[config.mk]
export PLATFORM = sky130hd
export DESIGN_NAME = adder_scheduler
export DESIGN_NICKNAME = d
export VERILOG_FILES = /design/src/rtl/adder_scheduler.sv
export SDC_FILE = /design/constraint.sdc
export NUM_CORES = 1
export LEC_CHECK = 0
export CAP_MARGIN = 25
export CORE_MARGIN = 8
export CORE_UTILIZATION = 46
export DETAILED_ROUTE_END_ITERATION = 8
export GPL_TIMING_DRIVEN = 0
export PLACE_DENSITY = 0.78
export SETUP_SLACK_MARGIN = 0.2
export SYNTH_ARGS = -nofsm -noshare
export SYNTH_HDL_FRONTEND = slang
export SYNTH_SLANG_ARGS = --single-unit
[constraint.sdc]
create_clock -name clk -period 3.5 [get_ports clk]
set_input_delay 0.35 -clock clk [delete_from_list [all_inputs] [get_ports clk]]
set_output_delay 0.35 -clock clk [all_outputs]
set_load 0.1 [all_outputs]
[src/rtl/adder_scheduler.sv]
// adder_scheduler: two requesters share one bit-serial full adder under round-robin arbitration.
// Ports:
//   clk          rising-edge clock
//   reset        synchronous active-high reset
//   req0/a0/b0   requester 0 level request and operands
//   req1/a1/b1   requester 1 level request and operands
//   gnt          registered one-hot grant (bit0 = requester 0)
//   busy         high in ADD and DONE
//   sum          last completed result, MSB is the final carry
//   done         one-cycle pulse when sum is updated
//   done_id      requester index of the result on sum
module adder_scheduler #(
    parameter int WIDTH = 4
) (
    input  logic             clk,
    input  logic             reset,
    input  logic             req0,
    input  logic [WIDTH-1:0] a0,
    input  logic [WIDTH-1:0] b0,
    input  logic             req1,
    input  logic [WIDTH-1:0] a1,
    input  logic [WIDTH-1:0] b1,
    output logic [1:0]       gnt,
    output logic             busy,
    output logic [WIDTH:0]   sum,
    output logic             done,
    output logic             done_id
);
    localparam int CW = (WIDTH > 1) ? $clog2(WIDTH) : 1;
    localparam logic [CW-1:0] LAST = CW'(WIDTH - 1);
    typedef enum logic [1:0] {IDLE, ADD, DONE} state_t;
    state_t           state_q;
    logic [WIDTH-1:0] a_q, b_q, acc_q;
    logic [CW-1:0]    cnt_q;
    logic             carry_q, last_q;
    logic             win1, fa_y, fa_co;
    // last_q holds the requester served most recently; the other one wins a tie
    assign win1  = req1 & (~req0 | ~last_q);
    assign fa_y  = a_q[0] ^ b_q[0] ^ carry_q;
    assign fa_co = (a_q[0] & b_q[0]) | (carry_q & (a_q[0] ^ b_q[0]));
    always_ff @(posedge clk) begin
        if (reset) begin
            state_q <= IDLE;
            gnt     <= '0;
            busy    <= 1'b0;
            done    <= 1'b0;
            done_id <= 1'b0;
            sum     <= '0;
            carry_q <= 1'b0;
            cnt_q   <= '0;
            last_q  <= 1'b1;
            a_q     <= '0;
            b_q     <= '0;
            acc_q   <= '0;
        end else begin
            case (state_q)
                IDLE: if (req0 | req1) begin
                    state_q <= ADD;
                    a_q     <= win1 ? a1 : a0;
                    b_q     <= win1 ? b1 : b0;
                    carry_q <= 1'b0;
                    cnt_q   <= '0;
                    gnt     <= win1 ? 2'b10 : 2'b01;
                    busy    <= 1'b1;
                    last_q  <= win1;
                end
                ADD: begin
                    a_q     <= a_q >> 1;
                    b_q     <= b_q >> 1;
                    acc_q   <= {fa_y, acc_q[WIDTH-1:1]};
                    carry_q <= fa_co;
                    cnt_q   <= cnt_q + CW'(1);
                    // final bit: assemble carry, this bit and the WIDTH-1 bits already shifted in
                    if (cnt_q == LAST) begin
                        state_q <= DONE;
                        sum     <= {fa_co, fa_y, acc_q[WIDTH-1:1]};
                        done    <= 1'b1;
                        done_id <= gnt[1];
                    end
                end
                DONE: begin
                    state_q <= IDLE;
                    gnt     <= '0;
                    busy    <= 1'b0;
                    done    <= 1'b0;
                end
                default: state_q <= IDLE;
            endcase
        end
    end
endmodule

==> results of run 1 <==
## state kept, by name, summed over array words and instances, names as in the netlist
signal	cells
busy	1
acc_q	3
done	1
last_q	1
cnt_q	2
a_q	4
carry_q	1
gnt	2
done_id	1
sum	5
b_q	4
state_q	2
## layer usage
layer  routed length (µm)  vias up
li1                     -      546
met1                 1300      519
met2                 1350       18
met3                  147        5
met4                   36        0
met5                    0        -
## worst max path at each step
stage,from,to,slack (ps),cells after the start
CTS,gnt[1]$_SDFFE_PP0P_,gnt[1],1270,1
detailed placement,gnt[1]$_SDFFE_PP0P_,gnt[1],1650,1
global route,gnt[1]$_SDFFE_PP0P_,gnt[1],1230,1
finish,gnt[1]$_SDFFE_PP0P_,gnt[1],1290,1
floorplan,gnt[1]$_SDFFE_PP0P_,gnt[1]$_SDFFE_PP0P_,2150,2
global placement,gnt[1]$_SDFFE_PP0P_,gnt[1],1650,1
## cells by family (layout without fill, tap and decap cells)
logic type	count (synthesis)	count (layout)	synth area share (%)
buf+inv	12	44	4.86
compound gates	36	36	18.1
fa+ha+maj	2	2	2.63
simple gates	46	46	21.7
flops	27	27	43.8
mux	11	11	8.92
## placed cells by master (no fill, tap or decap), types with 6 or more instances in the layout
master | Yosys | routed
clkdlybuf4s50_1 | 0 | 28
dfxtp_1 | 27 | 27
a21oi_1 | 13 | 13
mux2i_1 | 11 | 11
nand2_1 | 9 | 9
nor2_1 | 9 | 9
clkbuf_1 | 6 | 7
a211oi_1 | 7 | 7
nand3_1 | 6 | 6
and3b_1 | 6 | 6
and2_1 | 6 | 6
o22ai_1 | 6 | 6
## stage by stage
stage          instance area (µm²)  hold WS, ps  util (%)  cells  setup slack (ps)
2_1_floorplan                 1230          443         -    134              2150
3_3_place_gp                  1550          446      61.6    192              1650
3_5_place_dp                  1550          447      61.6    192              1650
4_1_cts                       1580          462      62.6    196              1270
5_1_grt                       1580          484      62.6    196              1230
6_report                      1580          463      62.6    196              1290
## final cells by class
class | instances | area [µm²]
well taps | 30 | 37.5
repair buffers | 28 | 280
plain buffers | 10 | 52.6
flip-flops and latches | 27 | 541
fillers | 229 | 943
multi-input cells | 95 | 634
clock buffers | 4 | 26.3
inverters | 2 | 7.51
## power by group through the flow
stage | combinational [µW] | clock, µW | sequential (µW)
2_1_floorplan | 58.8 | 0 | 362
3_3_place_gp | 118 | 0 | 342
3_5_place_dp | 121 | 0 | 343
4_1_cts | 122 | 138 | 336
5_1_grt | 132 | 150 | 338
6_report | 121 | 133 | 336
==> out/qor.yml, run 1 <==
placed_design:
  gp_congestion: 0.800
  dp_hpwl_um: 2120
  portBuffers: 28
sta:
  drv_slew: 0
  rsz0062_at_grt: "no"
  fin_tns_setup_ps: 0
  final_hold_viol_count: 0
  slew_headroom_pct: 34.3
  post-route-period-util_pct: 63.2
  layout_min_cycle_time_ps: 2210
  worst_pin_slew_ps: 983
  fmax_ghz: 0.452
  skew_ps: 1.88
  setup_violations: 0
min_path:
  hold_class: "reg -> reg"
  hold_depth: 2
  min_from: "sum[3]$_SDFFE_PP0P_"
  hold_end: "sum[3]$_SDFFE_PP0P_"
power:
  p_int_uw: 424
  p_leak_uw: 0.000587
  power_frac_comb_pct: 20.6
  swShare_pct: 28.2
  p_sw_uw: 166
  pwr-share-clk_pct: 22.5
  p_seq_share_pct: 57.0
  ir_worst_vdd_uv: 273
  power.density_nw_per_um2: 374
  total_power_uw: 590
logic_synthesis:
  yosysTopAreaCell: "dfxtp_1"
  synth_area_leaders: "dfxtp_1, mux2i_1, a21oi_1"
  syn_area_um2: 1230
  yosysMostFrequentCell: "dfxtp_1"
  syn_avg_cell_area_um2: 9.22
  synth_warnings: 0
  synth-seq-cells: 27
  synth-async-reset-ratio_pct: 0
  ys_seq_area_share_pct: 43.8
  synthFlopType: "dfxtp_1"
  yosys-top-cells-count: "dfxtp_1, a21oi_1, mux2i_1"
  netlist_instances: 134
  synth_top_area_share_pct: 43.8
  synth.distinct_cells: 28
  synth_edf_count: 0
  syn-num-nets: 156
final_layout:
  syn2layout_area_growth_pct: 27.9
  num-nets-final: 189
  drive_gt1_share_pct: 5.42
  diodes: 0
critical_path:
  critPathMaxStageDelay_ps: 1150
  reg2regPathDepth: 5
  r2r_start: "cnt_q[0]$_SDFFE_PP0P_"
  critPathCaptureType: "output port"
  regToRegEndpoint: "sum[4]$_SDFFE_PP0P_"
  cpMaxStageDelayCell: "clkdlybuf4s50_1"
  required_ps: 3150
  cp_cell_sequence: "clkdlybuf4s50_1"
  cp_data_arrival_time_ps: 1860
  crit_family: "buffers and inverters"
  critPathLaunchType: "flip-flop"
  r2r_slack_ps: 2010
  crit_path_max_fanout: 3
  critPathBufInv: 1
  critPathKind: "reg -> out"
clock_tree:
  cts_buffer_depth: 2
  post_cts_buffers: 0
  clk_root_buffer_cell: "clkbuf_4"
  cts-buffers-inserted: 3
  cts.sinks: 27
  ctsResizeCount: 0
  cts_hold_buf: 0
  clkLatencyLatePin_ps: 330
  tritoncts: "done"
  h-tree-depth: 1
  clkTransAtPathRegs_ps: 130
detailed_routing:
  drtIter0Drc: 95
  vias: 1088
  wire_per_inst_um: 14.4
  drt-total-wl_um: 2830
  first_pass_iters: 4
  avgViaCountPerCell: 5.55
  drc: 0
  route.antenna.remaining_nets: 0
global_route:
  grt_pass1_wl_um: 4850
  grt_pass1_vias: 1067
  grt_use_met2_pct: 22.7
  grtUsageTotal_pct: 13.5
  grtUsageMet3_pct: 4.58
  grt_max_degree: 15
  grt-ovfl-total: 0
  grt-busiest-layer: "met2"
  grt_use_met1_pct: 15.9
  antenna_found_initial: 0
floorplanning:
  core-area_um2: 2520
  die_area_um2: 4600
  start_util_pct: 49.0
  fp.dieW_um: 67.8
  die_h_um: 67.8
  io_pins: 30
  fp-row-count: 18
flow_run:
  maxCapViolCount: 0
outcome:
  status: "complete, no violations"
Note: power is estimated with default switching activity, not from simulation.
==> inputs of run 2 (changes only) <==
- clock period: 3.5 -> 2.2 ns (I/O delays scaled with it)
==> out/qor.yml, run 2 (synthesis results as in run 1) <==
critical_path:
  regToRegEndpoint: "sum[4]$_SDFFE_PP0P_"
  cp_cell_sequence: "dlygate4sd2_1"
  r2r_slack_ps: 710
  crit_family: "buffers and inverters"
  crit_path_max_fanout: 3
  critPathLaunchType: "flip-flop"
  cpMaxStageDelayCell: "dlygate4sd2_1"
  required_ps: 1980
  reg2regPathDepth: 5
  r2r_start: "cnt_q[0]$_SDFFE_PP0P_"
  cp_data_arrival_time_ps: 1580
  cp-startpoint: "done$_SDFFE_PP0P_"
  critPathMaxStageDelay_ps: 870
  critPathKind: "reg -> out"
  critPathCaptureType: "output port"
  critPathBufInv: 1
detailed_routing:
  first_pass_iters: 4
  route.antenna.remaining_nets: 0
  wire_per_inst_um: 14.4
  drtIter0Drc: 91
  vias: 1084
  drc: 0
  avgViaCountPerCell: 5.53
  drt-total-wl_um: 2830
sta:
  layout_min_cycle_time_ps: 1800
  fin_tns_setup_ps: 0
  skew_ps: 1.62
  hold_ws_ps: 353
  post-route-period-util_pct: 81.8
  drv_slew: 0
  slew_headroom_pct: 35.5
  rsz0062_at_grt: "no"
  final_hold_viol_count: 0
  setup_violations: 0
  fmax_ghz: 0.555
  worst_pin_slew_ps: 971
global_route:
  grt_pass1_wl_um: 4830
  antenna_found_initial: 0
  grt-ovfl-total: 0
  grt_max_degree: 15
  grt_pass1_vias: 1062
  grtUsageTotal_pct: 13.4
min_path:
  hold_depth: 2
  hold_end: "b_q[2]$_SDFFE_PP0P_"
  hold_class: "in -> reg"
  min_from: "reset"
final_layout:
  num-nets-final: 189
  largest_reg_flops: 5
  fill_cells: 237
  reg.largest.list: "sum x5, a_q x4, b_q x4"
  largest_register: "sum"
  diodes: 0
  drive_gt1_share_pct: 5.42
  final_common_cell: "dfxtp_1"
  fin_area_um2: 1570
  mostFrequentLayoutCells: "dfxtp_1, clkdlybuf4s50_1, a21oi_1"
  syn2layout_area_growth_pct: 26.8
placed_design:
  dp_hpwl_um: 2120
  placed_area_um2: 1550
  gp_congestion: 0.800
  portBuffers: 28
power:
  p_int_uw: 671
  pwr-share-clk_pct: 22.5
  p_sw_uw: 264
  swShare_pct: 28.2
  p_leak_uw: 0.000632
  total_power_uw: 935
  ir_worst_vdd_uv: 434
  power.density_nw_per_um2: 597
  power_frac_comb_pct: 20.3
  p_seq_share_pct: 57.2
clock_tree:
  cts.sinks: 27
  cts_buffer_depth: 2
  tritoncts: "done"
  clkTransAtPathRegs_ps: 130
  clkLatencyLatePin_ps: 320
  cts_hold_buf: 0
  clk_root_buffer_cell: "clkbuf_4"
  cts-buffers-inserted: 3
  post_cts_buffers: 0
  h-tree-depth: 1
floorplanning:
  io_pins: 30
  start_util_pct: 49.0
  fp.dieW_um: 67.8
  core-area_um2: 2520
  fp-row-count: 18
  die_area_um2: 4600
  die_h_um: 67.8
outcome:
  status: "complete, no violations"
flow_run:
  maxCapViolCount: 0
run 2: how the worst max path moves through the flow:
| stage | cells past startpoint | slack, ps | end |
|---|---|---|---|
| 6_report | 1 | 400 | done |
| 4_1_cts | 1 | 380 | gnt[1] |
| 2_1_floorplan | 2 | 850 | gnt[1]$_SDFFE_PP0P_ |
| 5_1_grt | 1 | 340 | gnt[1] |
| 3_5_place_dp | 1 | 480 | gnt[1] |
| 3_3_place_gp | 1 | 480 | gnt[1] |
run 2: power by group through the flow:
stage	clock network [µW]	registers, µW	logic, µW
2_1_floorplan	0	576	93.5
3_3_place_gp	0	544	188
3_5_place_dp	0	546	193
4_1_cts	220	534	190
5_1_grt	238	538	207
6_report	211	534	190
run 2: routing by layer:
layer / GRT usage (%) / up-vias / routed length [µm]
li1: - / 546 / -
met1: 15.9 / 515 / 1310
met2: 22.7 / 18 / 1350
met3: 4.25 / 5 / 135
met4: 3.84 / 0 / 36
met5: 0 / - / 0
run 2: per-stage QoR:
step	std cells	util, %	setup slack, ps
finish	196	62.1	400
detailed placement	192	61.6	482
CTS	196	62.1	377
global placement	192	61.6	483
global route	196	62.1	344
floorplan	134	-	850
run 2: what timing repair did:
action / CTS / global route
endpoints found under the setup margin: 10 / 0
endpoints found under the hold margin: 0 / 0
resized for setup: 10 / 0
run 2: final cells by class:
cell class	instances	area [µm²]	share of cell area [%]
inverters	2	7.51	0.479
repair buffers	28	268	17.1
well taps	30	37.5	2.40
plain buffers	10	52.6	3.35
clock buffers	4	26.3	1.68
multi-input cells	95	634	40.5
flip-flops and latches	27	541	34.5
